## src/rtl/rr_bus_arbiter.sv

```systemverilog
// Round-robin bus arbiter: rotating-priority grant held until done or abandon.
// Optional ARB_HOLD_TIMEOUT_EN adds a MAX_HOLD watchdog and sticky timeout_o.
module rr_bus_arbiter #(
  parameter int NUM_REQ  = 32,
  parameter int ID_W     = 5,
  parameter int MAX_HOLD = 64
) (
  input  logic               clk_i,
  input  logic               reset_i,
  input  logic [NUM_REQ-1:0] req_i,
  input  logic               done_i,
  output logic [NUM_REQ-1:0] grant_o,
  output logic [ID_W-1:0]    grant_id_o,
  output logic               valid_o,
`ifdef ARB_HOLD_TIMEOUT_EN
  output logic               timeout_o,
`endif
  output logic [ID_W-1:0]    ptr_o
);

  typedef enum logic {
    IDLE = 1'b0,
    BUSY = 1'b1
  } state_t;

  state_t               r_state, w_state_d;
  logic [NUM_REQ-1:0]   r_grant, w_grant_d;
  logic [ID_W-1:0]      r_gid, w_gid_d;
  logic                 r_valid, w_valid_d;
  logic [ID_W-1:0]      r_ptr, w_ptr_d;
  logic                 w_any;
  logic [ID_W-1:0]      w_win;
  logic [ID_W-1:0]      w_win_nxt;
  logic                 w_rel;
  logic                 w_to;

  // Scan from ptr upward with wrap; first hit is the winner.
  always_comb begin
    int v_idx;
    w_any = 1'b0;
    w_win = '0;
    for (int i = 0; i < NUM_REQ; i++) begin
      v_idx = int'(r_ptr) + i;
      if (v_idx >= NUM_REQ) v_idx = v_idx - NUM_REQ;
      if (!w_any && req_i[ID_W'(v_idx)]) begin
        w_any = 1'b1;
        w_win = ID_W'(v_idx);
      end
    end
  end

  assign w_win_nxt = (w_win == ID_W'(NUM_REQ - 1))
                   ? '0 : w_win + 1'b1;

`ifdef ARB_HOLD_TIMEOUT_EN
  localparam int HOLD_W = $clog2(MAX_HOLD + 1);

  logic [HOLD_W-1:0] r_hold, w_hold_d;
  logic              r_tmo;

  assign w_to = (r_state == BUSY)
             && (r_hold == HOLD_W'(MAX_HOLD - 1));

  always_comb begin
    w_hold_d = r_hold;
    if (r_state == IDLE) w_hold_d = '0;
    else if (!w_rel)     w_hold_d = r_hold + 1'b1;
  end

  always_ff @(posedge clk_i) begin
    if (reset_i) begin
      r_hold <= '0;
      r_tmo  <= 1'b0;
    end else begin
      r_hold <= w_hold_d;
      if (w_to && !done_i && req_i[r_gid]) r_tmo <= 1'b1;
    end
  end

  assign timeout_o = r_tmo;
`else
  assign w_to = 1'b0;
`endif

  assign w_rel = done_i || !req_i[r_gid] || w_to;

  always_comb begin
    w_state_d = r_state;
    w_grant_d = r_grant;
    w_gid_d   = r_gid;
    w_valid_d = r_valid;
    w_ptr_d   = r_ptr;
    unique case (r_state)
      IDLE: begin
        if (w_any) begin
          w_grant_d        = '0;
          w_grant_d[w_win] = 1'b1;
          w_gid_d          = w_win;
          w_valid_d        = 1'b1;
          w_ptr_d          = w_win_nxt;
          w_state_d        = BUSY;
        end
      end
      BUSY: begin
        if (w_rel) begin
          w_grant_d = '0;
          w_valid_d = 1'b0;
          w_state_d = IDLE;
        end
      end
      default: w_state_d = IDLE;
    endcase
  end

  always_ff @(posedge clk_i) begin
    if (reset_i) begin
      r_state <= IDLE;
      r_grant <= '0;
      r_gid   <= '0;
      r_valid <= 1'b0;
      r_ptr   <= '0;
    end else begin
      r_state <= w_state_d;
      r_grant <= w_grant_d;
      r_gid   <= w_gid_d;
      r_valid <= w_valid_d;
      r_ptr   <= w_ptr_d;
    end
  end

  assign grant_o    = r_grant;
  assign grant_id_o = r_gid;
  assign valid_o    = r_valid;
  assign ptr_o      = r_ptr;

endmodule
```

## config.mk

```make
export PLATFORM = sky130hd
export DESIGN_NAME = rr_bus_arbiter
export DESIGN_NICKNAME = d
export VERILOG_FILES = /design/src/rtl/rr_bus_arbiter.sv
export SDC_FILE = /design/constraint.sdc
export NUM_CORES = 1
export LEC_CHECK = 0
export BUFFER_PORTS_ARGS = -buffer_cell sky130_fd_sc_hd__buf_2
export CORE_UTILIZATION = 25
export DETAILED_ROUTE_END_ITERATION = 8
export PLACE_DENSITY = 0.37
export SLEW_MARGIN = 40
export SYNTH_ARGS = -nofsm -noshare
export SYNTH_HDL_FRONTEND = slang
export SYNTH_SLANG_ARGS = --single-unit
```

## constraint.sdc

```tcl
create_clock -name clk_i -period 15.4 [get_ports clk_i]
set_input_delay 0.77 -clock clk_i [delete_from_list [all_inputs] [get_ports clk_i]]
set_output_delay 0.77 -clock clk_i [all_outputs]
set_load 0.01 [all_outputs]
```

==> run summary <==
class of the worst hold path = reg -> reg
total gr overflow = 0
Antenna Violating Nets Remaining = 0
largest net degree at the start of global routing = 38
fill cell count = 3471
Final Critical Period = 7.75 ns
Buf/Inv on CP = 2
Slew Limit Fails = 0
synth warn = 0
worst skew pair latency = 0.28 ns
Slew Limit Headroom = 42.5%
vias in the first global route = 8064
CTS Root Cell = clkbuf_16
post_cts resized = 0
share of layout cells above drive strength 1 = 30.4%
Cells after Synth = 897
cell with the most instances after synthesis = mux4_2
multi-input logic area = 0.00708 sq mm
top cell type's share of synthesized area = 26.3%
setup TNS = 0 ns
delay-heaviest family, CP = simple AND/OR/NAND/NOR gates
final number of setup-violating endpoints = 0
synth top area cells = mux4_2 26%, dfxtp_1 11%, mux2i_1 7.4%, mux2_2 4.5%, nand2_1 3.5%
most used cell, CP = mux2i_1
Setup crit end kind = register
GRT Resource Usage Total = 22.2%
CTS max path bufs = 2
CTS tree = built
post-synthesis xor/xnor area fraction = 4.10%
critical path launch point type = register
ys async rst share = 0%
Area Overhead vs Synth = 12.5%
Die W = 184 microns
post-synthesis compound-gate area fraction = 21.9%
Reg clk slew, reported paths = 0.06 ns
cts hold-fix bufs = 0
drt total wl = 37.8 mm
Tcrit/Tclk final = 50.3%
Seq cells post-synth = 44
Synth Area in Simple Gates = 16.5%
Crit path required time = 15.57 ns
first-pass GRT wire length = 56.0 mm
NumNets Final = 993
n_diodes = 0
Adder-Cell Fraction of Synth Area = 2.56%
setup repair after global routing missed its margin = no
initial antenna violation count = 1
Avg WL per Cell = 27.3 microns
fin cells = 1384
setup bufs post-CTS = 0
register area = 888 sq um
cts bufs inserted = 5
Starting Density = 25.5%
die area = 0.0339 sq mm
critical path peak fanout = 19
ys flop type = dfxtp_1
CTS H-tree lvls = 2
post-detail-place hpwl = 29.4 mm
drt drc = 0
Post-synth EDFFs = 0
type of the worst setup path = reg -> reg
CP max stage delay = 0.94 ns
slowest cell on the critical path = ha_2
number of clock sinks = 44
Core Region = 0.0326 sq mm
die height = 184 microns
main combinational cell family by area after synthesis = multiplexers
FP Rows = 66
Mapped Nets = 949
vias = 8503
crit path cell chain = clkinv_1 -> ha_2 -> mux4_1 -> mux4_2 -> mux2i_1 -> buf_4 -> nand4_1 -> or4_1 -> nor4_4 -> nand2_1 -> and4_1 -> a21oi_2 -> nor2b_1 -> and2_1 -> ha_1 -> mux2i_1 -> nor2_1
status = complete, no violations
placed cell count = 1376
Initial DRC Count = 984
PortBufs = 77
mean post-synth cell area = 9.26 sq um
Post-Syn Area = 0.00830 sq mm
leading area contributor after synthesis = mux4_2
vias per cell = 6.14
num ports = 78
distinct cell type count after synthesis = 90
Pre-antenna DRT Iters = 5
Critical Path AT = 7.92 ns
Final Hold Fails = 0
Max-Cap Viols = 0
Synth top cells by count = 97 x mux4_2, 77 x nand2_1, 61 x mux2i_1, 56 x nor2_1, 44 x dfxtp_1
Worst-Margin Slew = 0.838 ns
Fmax = 129 MHz
RD Place Congestion = 0.927
clk_skew = 0.00262 ns
Seq/Total Area, Yosys = 10.6%
mux cell area share after synthesis = 39.3%
[cell families after synthesis]
logic type | after synthesis
AND/OR/NAND/NOR | 269
AO/OA/AOI/OAI | 247
flip-flops | 44
multiplexers | 198
XOR/XNOR | 38
adder cells (fa/ha/maj) | 17
buffers and inverters | 84
[registers in the layout, indices dropped and copies added (netlist names)]
signal	count
ptr_o	5
valid_o	1
r_state	1
grant_o	32
grant_id_o	5
[through the flow]
step | area (sq um) | worst slack, ns | hold WS (ns) | util, %
floorplan | 8300 | 8.83 | 0.493 | -
global placement | 9100 | 7.52 | 0.450 | 27.9
detailed placement | 9150 | 7.45 | 0.452 | 28.0
finish | 9340 | 7.65 | 0.462 | 28.6
CTS | 9330 | 7.40 | 0.467 | 28.6
global route | 9340 | 7.23 | 0.484 | 28.6
[area by class of cell]
type	count	share of cell area, %
inverter	18	0.723
multi-input combinational	769	75.7
clock inverter	2	0.415
tap	442	5.92
timing repair buffer	103	6.21
clock buffer	6	1.49
sequential	44	9.51
[routing by layer]
layer	track usage (%)	wire (microns)	vias to the layer above
li1	-	-	3723
met1	31.3	16800	4335
met4	6.53	1210	2
met5	0	11	-
met2	35.4	17200	382
met3	2.67	2580	61
[path summary, 6_finish.rpt]
kind	from	endpoint	slack, ns	cells past startpoint
worst min-delay path	grant_o[24]	grant_o[24]	0.46	1
worst min register to register	grant_o[24]	grant_o[24]	0.46	1
worst max register to register	ptr_o[0]	ptr_o[4]	7.65	17
worst max-delay path	ptr_o[0]	ptr_o[4]	7.65	17
[cell usage in the layout, fill, tap and decap left out, types with 9 or more instances in the layout]
master,n
a211oi_1,9
o21ai_0,43
mux2i_1,59
nand2_1,77
dfxtp_1,40
nor3_1,12
a32o_1,28
xnor2_1,23
mux2_2,33
nor2_1,55
mux4_2,97
ha_1,16
and2_1,14
nand3_1,38
nand2b_1,12
buf_2,77
o211ai_1,11
nand4_1,10
a21oi_1,38
buf_4,26
a31oi_1,10
a22o_1,10
inv_1,14
Power is not shown: default switching activity piles up to over one toggle a cycle in this logic, so the estimate is an artifact.
